[src/rtl/muldiv_unit_pkg.sv]
// Shared funct3 encodings and operand-signedness helpers for the
// RV32M multiply/divide unit.
package muldiv_unit_pkg;

  localparam logic [2:0] FNC_MUL    = 3'b000;
  localparam logic [2:0] FNC_MULH   = 3'b001;
  localparam logic [2:0] FNC_MULHSU = 3'b010;
  localparam logic [2:0] FNC_MULHU  = 3'b011;
  localparam logic [2:0] FNC_DIV    = 3'b100;
  localparam logic [2:0] FNC_DIVU   = 3'b101;
  localparam logic [2:0] FNC_REM    = 3'b110;
  localparam logic [2:0] FNC_REMU   = 3'b111;

  // funct3[2] splits the M ops into multiply and divide halves.
  function automatic logic is_div(input logic [2:0] f);
    return f[2];
  endfunction

  // Whether rs1 is interpreted as two's complement for this op.
  function automatic logic signed_a(input logic [2:0] f);
    logic s;
    s = 1'b0;
    unique case (f)
      FNC_MUL,
      FNC_MULH,
      FNC_MULHSU,
      FNC_DIV,
      FNC_REM:  s = 1'b1;
      default:  s = 1'b0;
    endcase
    return s;
  endfunction

  // Whether rs2 is interpreted as two's complement for this op.
  function automatic logic signed_b(input logic [2:0] f);
    logic s;
    s = 1'b0;
    unique case (f)
      FNC_MUL,
      FNC_MULH,
      FNC_DIV,
      FNC_REM:  s = 1'b1;
      default:  s = 1'b0;
    endcase
    return s;
  endfunction

endpackage

[src/rtl/muldiv_unit.sv]
// Iterative RV32M multiply/divide unit, valid/ready in and out.
// Ports: Clock, Reset_n, in_valid/in_ready, funct, A, B, flush,
//   out_valid/out_ready, Out.
module muldiv_unit
  import muldiv_unit_pkg::*;
#(
  parameter int WIDTH = 32
) (
  input  logic             Clock,
  input  logic             Reset_n,
  input  logic             in_valid,
  output logic             in_ready,
  input  logic [2:0]       funct,
  input  logic [WIDTH-1:0] A,
  input  logic [WIDTH-1:0] B,
  input  logic             flush,
  output logic             out_valid,
  input  logic             out_ready,
  output logic [WIDTH-1:0] Out
);

  localparam int CW = $clog2(WIDTH);
  localparam logic [CW-1:0] CNT_LAST = CW'(WIDTH - 1);
  localparam logic [WIDTH-1:0] MIN_NEG =
    {1'b1, {(WIDTH-1){1'b0}}};

  typedef enum logic [1:0] {
    S_IDLE = 2'd0,
    S_CALC = 2'd1,
    S_FIX  = 2'd2,
    S_DONE = 2'd3
  } state_e;

  state_e             state_q, state_d;
  logic [CW-1:0]      cnt_q, cnt_d;
  logic [2:0]         funct_q, funct_d;
  logic [WIDTH-1:0]   b_q, b_d;
  logic               neg_a_q, neg_a_d;
  logic               neg_b_q, neg_b_d;
  logic [2*WIDTH-1:0] acc_q, acc_d;
  logic [WIDTH-1:0]   out_q, out_d;

  logic               accept;
  logic               sa, sb;
  logic [WIDTH-1:0]   a_mag, b_mag;
  logic               div_zero, div_ovf;
  logic [WIDTH-1:0]   spec_res;

  logic [WIDTH:0]     mul_sum;
  logic [2*WIDTH-1:0] mul_next;
  logic [WIDTH:0]     rem_ext;
  logic [WIDTH:0]     diff;
  logic [2*WIDTH-1:0] div_next;

  logic [2*WIDTH-1:0] prod;
  logic [WIDTH-1:0]   quo, rem;
  logic [WIDTH-1:0]   fix_res;

  assign in_ready  = (state_q == S_IDLE);
  assign out_valid = (state_q == S_DONE);
  assign Out       = out_q;

  // flush wins over a request presented in the same cycle.
  assign accept = in_valid & in_ready & ~flush;

  // Operand magnitudes and signs, taken straight off the request.
  always_comb begin
    sa    = signed_a(funct) & A[WIDTH-1];
    sb    = signed_b(funct) & B[WIDTH-1];
    a_mag = sa ? (~A + 1'b1) : A;
    b_mag = sb ? (~B + 1'b1) : B;
  end

  // RISC-V defined results that bypass the iteration entirely.
  always_comb begin
    div_zero = is_div(funct) & (B == '0);
    div_ovf  = ((funct == FNC_DIV) | (funct == FNC_REM))
             & (A == MIN_NEG) & (B == '1);
    spec_res = '0;
    if (div_zero) begin
      spec_res = funct[1] ? A : '1;
    end else if (div_ovf) begin
      spec_res = funct[1] ? '0 : MIN_NEG;
    end
  end

  // Shift-add step: low half holds the remaining multiplier bits,
  // high half accumulates; carry out lands in the top bit.
  always_comb begin
    mul_sum = {1'b0, acc_q[2*WIDTH-1:WIDTH]}
            + (acc_q[0] ? {1'b0, b_q} : '0);
    mul_next = {mul_sum, acc_q[WIDTH-1:1]};
  end

  // Restoring step: partial remainder can need WIDTH+1 bits after
  // the shift, so the trial subtract is one bit wider.
  always_comb begin
    rem_ext = acc_q[2*WIDTH-1:WIDTH-1];
    diff    = rem_ext - {1'b0, b_q};
    if (!diff[WIDTH]) begin
      div_next = {diff[WIDTH-1:0], acc_q[WIDTH-2:0], 1'b1};
    end else begin
      div_next = {rem_ext[WIDTH-1:0], acc_q[WIDTH-2:0], 1'b0};
    end
  end

  // Sign correction and half select.
  always_comb begin
    prod = (neg_a_q ^ neg_b_q) ? (~acc_q + 1'b1) : acc_q;
    quo  = acc_q[WIDTH-1:0];
    rem  = acc_q[2*WIDTH-1:WIDTH];
    fix_res = '0;
    unique case (funct_q)
      FNC_MUL:    fix_res = prod[WIDTH-1:0];
      FNC_MULH,
      FNC_MULHSU,
      FNC_MULHU:  fix_res = prod[2*WIDTH-1:WIDTH];
      FNC_DIV:    fix_res = (neg_a_q ^ neg_b_q) ? (~quo + 1'b1) : quo;
      FNC_DIVU:   fix_res = quo;
      FNC_REM:    fix_res = neg_a_q ? (~rem + 1'b1) : rem;
      FNC_REMU:   fix_res = rem;
      default:    fix_res = '0;
    endcase
  end

  always_comb begin
    state_d = state_q;
    cnt_d   = cnt_q;
    funct_d = funct_q;
    b_d     = b_q;
    neg_a_d = neg_a_q;
    neg_b_d = neg_b_q;
    acc_d   = acc_q;
    out_d   = out_q;
    unique case (state_q)
      S_IDLE: begin
        if (accept) begin
          funct_d = funct;
          cnt_d   = '0;
          if (div_zero | div_ovf) begin
            out_d   = spec_res;
            state_d = S_DONE;
          end else begin
            neg_a_d = sa;
            neg_b_d = sb;
            b_d     = b_mag;
            acc_d   = {{WIDTH{1'b0}}, a_mag};
            state_d = S_CALC;
          end
        end
      end
      S_CALC: begin
        acc_d = is_div(funct_q) ? div_next : mul_next;
        cnt_d = cnt_q + 1'b1;
        if (cnt_q == CNT_LAST) begin
          state_d = S_FIX;
        end
      end
      S_FIX: begin
        out_d   = fix_res;
        state_d = S_DONE;
      end
      S_DONE: begin
        if (out_ready) begin
          state_d = S_IDLE;
        end
      end
      default: state_d = S_IDLE;
    endcase
    if (flush && (state_q != S_IDLE)) begin
      state_d = S_IDLE;
      cnt_d   = '0;
    end
  end

  always_ff @(posedge Clock or negedge Reset_n) begin
    if (!Reset_n) begin
      state_q <= S_IDLE;
      cnt_q   <= '0;
      funct_q <= '0;
      b_q     <= '0;
      neg_a_q <= 1'b0;
      neg_b_q <= 1'b0;
      acc_q   <= '0;
      out_q   <= '0;
    end else begin
      state_q <= state_d;
      cnt_q   <= cnt_d;
      funct_q <= funct_d;
      b_q     <= b_d;
      neg_a_q <= neg_a_d;
      neg_b_q <= neg_b_d;
      acc_q   <= acc_d;
      out_q   <= out_d;
    end
  end

endmodule
[config.mk]
export PLATFORM = sky130hd
export DESIGN_NAME = muldiv_unit
export DESIGN_NICKNAME = d
export VERILOG_FILES = /design/src/rtl/muldiv_unit_pkg.sv /design/src/rtl/muldiv_unit.sv
export SDC_FILE = /design/constraint.sdc
export NUM_CORES = 1
export LEC_CHECK = 0
export ABC_AREA = 1
export CORE_MARGIN = 8
export CORE_UTILIZATION = 30
export CTS_CLUSTER_DIAMETER = 100
export DETAILED_ROUTE_END_ITERATION = 12
export GPL_TIMING_DRIVEN = 0
export SYNTH_ARGS = -nofsm -noshare
export SYNTH_HDL_FRONTEND = slang
export SYNTH_SLANG_ARGS = --single-unit
[constraint.sdc]
create_clock -name Clock -period 2.8 [get_ports Clock]
set_clock_uncertainty 0.1 [all_clocks]
set_input_delay 0.42 -clock Clock [delete_from_list [all_inputs] [get_ports Clock]]
set_output_delay 0.42 -clock Clock [all_outputs]
set_load 0.05 [all_outputs]
==> summary.md, run 1 <==
| Metric | Value |
|---|---|
| Net count after synthesis | `3369` |
| Pwr dens | `1335 mW/mm²` |
| Sequential share of the synthesized area | `0.1965` |
| Skew-Pair Late Insertion Delay | `0.49 ns` |
| Leakage | `10.65 nW` |
| Final setup violation count | `0` |
| Critical path arrival | `3.06 ns` |
| Fin worst setup slack | `0.03003 ns` |
| GRT Total Usage | `0.2566` |
| Placer Congestion | `1.025` |
| DR pass1 iterations | `6` |
| Slew Viols, Final | `0` |
| Fin crit share | `0.9893` |
| Drt wl/cell | `21.41 µm` |
| Post-route cell area | `0.02185 mm²` |
| Post-DP HPWL | `72110 µm` |
| # rows | `89` |
| Cells after Synth | `3220` |
| Final Critical Period | `2.770 ns` |
| Worst hold start | `B[17]` |
| Worst Hold Path EP | `b_q[17]` |
| Number of global-route vias before repair | `20.43k` |
| Gr ovfl total | `0` |
| Post-Route WL | `89350 µm` |
| Initial antenna violation count | `1` |
| Netlist cell types | `50` |
| CTS root buf | `clkbuf_16` |
| Normalized max-slew margin | `0.3562` |
| Fmax | `0.3610 GHz` |
| CP Max Fanout | `10` |
| MaxCap Viol Count | `0` |
| Die ar. | `0.06748 mm²` |
| Hold Path Class | `input port to flop` |
| Final Hold Viols | `0` |
| Ys Warns | `0` |
| Core Footprint | `0.05891 mm²` |
| Kind of critical path | `flop to flop` |
| Crit start category | `flop` |
| # diodes | `0` |
| FF-to-FF path depth | `18` |
| Largest cells by area after synthesis | `nand2_1 22%, dfrtp_1 20%, nand3_1 9.2%` |
| Clk slew on worst S/H paths | `0.07 ns` |
| Kind of end point of the critical path | `flop` |
| Clock buffer count from CTS | `17` |
| TritonCTS clock tree | `yes` |
| First-pass GRT wire length | `130800 µm` |
| Vias/cell | `5.386` |
| Yosys reg bits | `140` |
| Post-route DRC | `0` |
| Max clock buf depth | `2` |
| Largest net degree at the start of global routing | `91` |
| Hold Path Stages | `3` |
| Pre-CTS WS | `-1.199 ns` |
| Worst Path Required | `3.09 ns` |
| R2r endpoint | `acc_q[40]` |
| Chip Width | `259.8 µm` |
| Final antenna-violating net count | `0` |
| Synth area leader | `nand2_1` |
| Chip height | `259.8 µm` |
| IO Count | `106` |
| Initial Util | `0.3026` |
| Nets | `3536` |
| Internal reg-to-reg setup slack | `0.03 ns` |
| Area after DPL | `0.01986 mm²` |
| Synth top area share | `0.2249` |
| Port bufs | `104` |
| Clock sinks | `140` |
| H-tree Lvls | `4` |
| Final setup TNS | `0 ns` |
| Critical R2R Launch | `acc_q[31]` |
| 1st-iter DRT viols | `2797` |
| Share of layout cells above drive strength 1 | `0.1179` |
| RSZ-0062 raised after global routing | `yes` |
| Layout area overhead | `22.56%` |
| Worst-margin pin slew | `0.9657 ns` |
| DR vias | `22.48k` |
| Mapped Area | `0.01783 mm²` |
| Status | `complete, no violations` |
| Maximum vdd ir drop | `0.0005150 V` |
| Worst setup startpoint | `acc_q[31]` |
| Syn avg cell area | `5.536 µm²` |
-- Yosys cell counts (all sizes together) --
master / number
a21boi: 1
a21o: 8
a21oi: 223
a22oi: 3
a311oi: 1
a31oi: 2
and2: 3
buf: 53
clkbuf: 43
clkinv: 5
dfrtp: 140
fa: 2
ha: 75
inv: 400
nand2: 1075
nand3: 330
nand3b: 13
nand4: 47
nor2: 405
nor3: 39
nor4: 4
o2111a: 1
o2111ai: 2
o211ai: 6
o21a: 3
o21ai: 239
o21bai: 9
o22ai: 4
o31ai: 4
o32ai: 1
or2: 19
xnor2: 14
xor2: 46
-- state kept, by name, indices dropped and copies added (netlist names) --
register / flops
acc_q: 64
Out: 32
b_q: 32
cnt_q: 5
funct_q: 3
state_q: 2
neg_a_q: 1
neg_b_q: 1
-- cell type report --
cell class	count	area (µm²)
Tap cell	773	967.2
Timing Repair Buffer	149	1494
Inverter	405	1531
Sequential cell	140	3547
Clock inverter	14	181.4
Fill cell	6571	37060
Buffer	95	585.6
Clock buffer	18	439.2
Multi-Input combinational cell	2579	13100
-- layout by cell type, fill, tap and decap left out, drive strengths merged, types with 2 or more instances in the layout --
cell,instances
a21oi,223
o31ai,4
inv,404
o211ai,6
nand4,47
ha,75
o2111ai,2
xnor2,14
or2,19
o21ai,239
nand3,330
nand2,1075
dfrtp,140
and2,3
fa,2
a22oi,3
xor2,46
nand3b,13
nor4,4
nor2,405
o22ai,4
a21o,8
clkbuf,66
bufinv,3
o21a,3
clkdlybuf4s50,103
clkinv,9
buf,91
o21bai,9
nor3,39
clkinvlp,3
a31oi,2
-- cells by family (layout without fill, tap and decap cells) --
| family | count (synthesis) | count (layout) | share of synthesized area |
|---|---|---|---|
| xor gates and xnor gates | 60 | 60 | 0.02948 |
| DFF | 140 | 140 | 0.1965 |
| AOI/OAI and AO/OA | 507 | 507 | 0.1532 |
| and+or+nand+nor | 1935 | 1935 | 0.4520 |
| buffers and inverters | 501 | 681 | 0.1139 |
| adders and majority gates | 77 | 77 | 0.05489 |
-- routing by layer --
layer / routed length, µm / track usage / vias to the layer above
met5: 0 / 0 / -
li1: - / - / 10720
met4: 3827 / 0.1049 / 0
met2: 37660 / 0.3791 / 1142
met1: 39550 / 0.3645 / 10430
met3: 8311 / 0.04478 / 185
-- worst max path at each step --
stage | end | slack, ns | depth (start not counted)
floorplan | acc_q[61] | 0.15 | 19
global placement | b_q[21] | -5.17 | 1
detailed placement | Out[30] | -1.20 | 13
CTS | Out[17] | 0.0001 | 14
global route | acc_q[58] | -0.11 | 16
finish | acc_q[40] | 0.03 | 18
-- power by group --
group | switching, W | internal, W
Clock | 0.00109 | 0.00144
Sequential | 0.00137 | 0.00294
Combinational | 0.0153 | 0.00708
-- repair_timing --
action                                  4_1_cts  5_1_grt
cloned                                        2        1
endpoints found under the hold margin        50        0
endpoints found under the setup margin      129       94
pin swaps                                     9       30
resized for setup                            83      206
buffers inserted                             15       25
hold buffers                                  1        0
-- critical path: stages (launching register included) --
cell	delay (ns)
dfrtp_2	0.40
clkinvlp_4	0.11
ha_4	0.17
fa_2	0.36
inv_2	0.06
nand2_1	0.05
nand2_2	0.09
nand3_2	0.08
nand2_2	0.11
nand2_2	0.07
nand2_4	0.11
nand2_4	0.08
nand2_4	0.10
nand2_2	0.10
nand2_8	0.17
buf_12	0.17
o211ai_1	0.16
nand2_1	0.12
nand2_1	0.06
-- metrics by stage --
stage / instances / util / total power [W] / hold slack (ns)
2_1_floorplan: 3220 / - / 0.01655 / 0.02441
3_3_place_gp: 4097 / 0.3367 / 0.02367 / 0.3659
3_5_place_dp: 4098 / 0.3372 / 0.02367 / 0.3251
4_1_cts: 4148 / 0.3558 / 0.02756 / 0.2301
5_1_grt: 4173 / 0.3709 / 0.03110 / 0.3012
6_report: 4173 / 0.3709 / 0.02917 / 0.2846
No activity file was read; power rests on OpenSTA's default activity.
==> inputs of run 2 (changes only) <==
--- a/config.mk
+++ b/config.mk
@@ -11,6 +11,7 @@
 export CTS_CLUSTER_DIAMETER = 100
 export DETAILED_ROUTE_END_ITERATION = 12
 export GPL_TIMING_DRIVEN = 0
+export SLEW_MARGIN = 20
 export SYNTH_ARGS = -nofsm -noshare
 export SYNTH_HDL_FRONTEND = slang
 export SYNTH_SLANG_ARGS = --single-unit
==> summary.md, run 2 (synthesis gave the netlist of run 1 again) <==
| Metric | Value |
|---|---|
| Max clock buf depth | `2` |
| Placer Congestion | `1.025` |
| Hold Path Class | `input port to flop` |
| Share of layout cells above drive strength 1 | `0.1198` |
| Number of global-route vias before repair | `20.53k` |
| Max reg flops | `64` |
| DR vias | `22.64k` |
| Status | `finished, violations left` |
| Core Footprint | `0.05891 mm²` |
| Pwr dens | `1369 mW/mm²` |
| Die ar. | `0.06748 mm²` |
| Final setup TNS | `-0.01214 ns` |
| Worst-margin pin slew | `0.9747 ns` |
| Commonest non-fill, non-tap cells in the layout | `1034 x nand2_1, 382 x inv_1, 368 x nor2_1` |
| Top Metal Used | `met4` |
| Clk slew on worst S/H paths | `0.07 ns` |
| Final Power | `0.03023 W` |
| DR pass1 iterations | `6` |
| Failing checks | `negative setup slack` |
| Worst hold start | `B[17]` |
| 1st-iter DRT viols | `2695` |
| Chip height | `259.8 µm` |
| Final setup violation count | `1` |
| Clock sinks | `140` |
| Leakage | `10.76 nW` |
| WHS | `0.2754 ns` |
| Critical R2R Launch | `b_q[28]` |
| # rows | `89` |
| Worst setup startpoint | `b_q[28]` |
| Layout area overhead | `23.93%` |
| Initial antenna violation count | `0` |
| Met2 WL | `37600 µm` |
| Worst Path Required | `3.09 ns` |
| Maximum vdd ir drop | `0.0005927 V` |
| Final antenna-violating net count | `0` |
| Skew-Pair Late Insertion Delay | `0.50 ns` |
| Vias/cell | `5.405` |
| Clock buffer count from CTS | `17` |
| Port bufs | `104` |
| Slew Viols, Final | `0` |
| RSZ-0062 raised after global routing | `yes` |
| H-tree Lvls | `4` |
| Gr ovfl total | `0` |
| DRT met1 WL | `40010 µm` |
| Fmax | `0.3556 GHz` |
| CP Max Fanout | `7` |
| Final Critical Period | `2.812 ns` |
| Initial Util | `0.3026` |
| Post-DP HPWL | `72150 µm` |
| GRT Total Usage | `0.2574` |
| CTS root buf | `clkbuf_16` |
| Largest net degree at the start of global routing | `91` |
| Post-Route WL | `90170 µm` |
| Final Hold Viols | `0` |
| Kind of critical path | `flop to flop` |
| Critical path arrival | `3.10 ns` |
| Chip Width | `259.8 µm` |
| Fillcell total | `6608` |
| TritonCTS clock tree | `yes` |
| IO Count | `106` |
| Most common cell after layout, fill and taps aside | `nand2_1` |
| First-pass GRT wire length | `131300 µm` |
| Met3 WL post-DR | `8486 µm` |
| Kind of end point of the critical path | `flop` |
| Fin worst setup slack | `-0.01214 ns` |
| Fin crit share | `1.004` |
| MaxCap Viol Count | `0` |
| # placed instances | `4098` |
| Drt wl/cell | `21.52 µm` |
| Crit start category | `flop` |
| Post-route DRC | `0` |
| Pre-CTS WS | `-1.219 ns` |
| Normalized max-slew margin | `0.3502` |
| Nets | `3551` |
| Reg with most FFs | `acc_q` |
| Post-layout instance count excluding filler cells | `4189` |
## run 2: cell types whose count changed in the layout (fill, tap and decap cells not counted), sizes merged
| cell | change |
|---|---|
| buf | +15 |
| bufbuf | -1 |
| clkbuf | +1 |
| diode | +1 |
## run 2: routing by layer
metal,track usage,vias up
li1,-,10730
met1,0.3650,10540
met2,0.3792,1162
met3,0.04536,209
met4,0.1083,0
met5,0,-
## run 2: what timing repair did
action | 4_1_cts | 5_1_grt
gates cloned | 2 | 4
resized for setup | 90 | 204
pin swaps | 8 | 28
hold buffers | 1 | 0
endpoints found under the hold margin | 50 | 0
setup buffers | 18 | 33
setup endpoints to repair | 129 | 97
## run 2: worst max-delay path, stage by stage, from the launching register on
cell	delay, ns
dfrtp_1	0.55
inv_1	0.09
ha_2	0.39
nand2_1	0.11
nor2_1	0.17
nand2_1	0.09
nor2_1	0.19
nand2_4	0.10
nand2_4	0.10
nand2_4	0.06
nand2_4	0.10
buf_12	0.15
buf_12	0.14
o211ai_1	0.16
nand2_1	0.12
nand2_1	0.06
## run 2: report_power, final
| group | total, W | internal [W] | switching, W |
|---|---|---|---|
| Clock | 0.00251 | 0.00142 | 0.00109 |
| Combinational | 0.0234 | 0.00773 | 0.0157 |
| Sequential | 0.00433 | 0.00294 | 0.00138 |
| Total | 0.0302 | 0.0121 | 0.0181 |
## run 2: cell type report
type / count / area [µm²] / share of cell area
tap: 773 / 967.2 / 0.04378
sequential: 140 / 3548 / 0.1606
clock inverter: 14 / 183.9 / 0.008326
multi-input combinational: 2579 / 13140 / 0.5946
clock buffer: 18 / 429.2 / 0.01943
inverter: 405 / 1534 / 0.06944
buffer: 96 / 615.6 / 0.02787
antenna: 1 / 2.502 / 0.0001133
timing repair buffer: 163 / 1674 / 0.07578
## run 2: final timing paths
kind	to	slack [ns]	cells after the start
setup / recovery	acc_q[40]	-0.01	15
hold / removal	b_q[17]	0.28	3
setup reg to reg	acc_q[40]	-0.01	15
hold reg to reg	Out[3]	0.38	2
max in group asynchronous	b_q[11]	1.35	3
min in group asynchronous	Out[26]	0.31	2
## run 2: stage by stage
step,util,cell area (µm²)
CTS,0.3565,21000
finish,0.3750,22090
global route,0.3750,22090
floorplan,-,17830
global placement,0.3367,19830
detailed placement,0.3372,19870
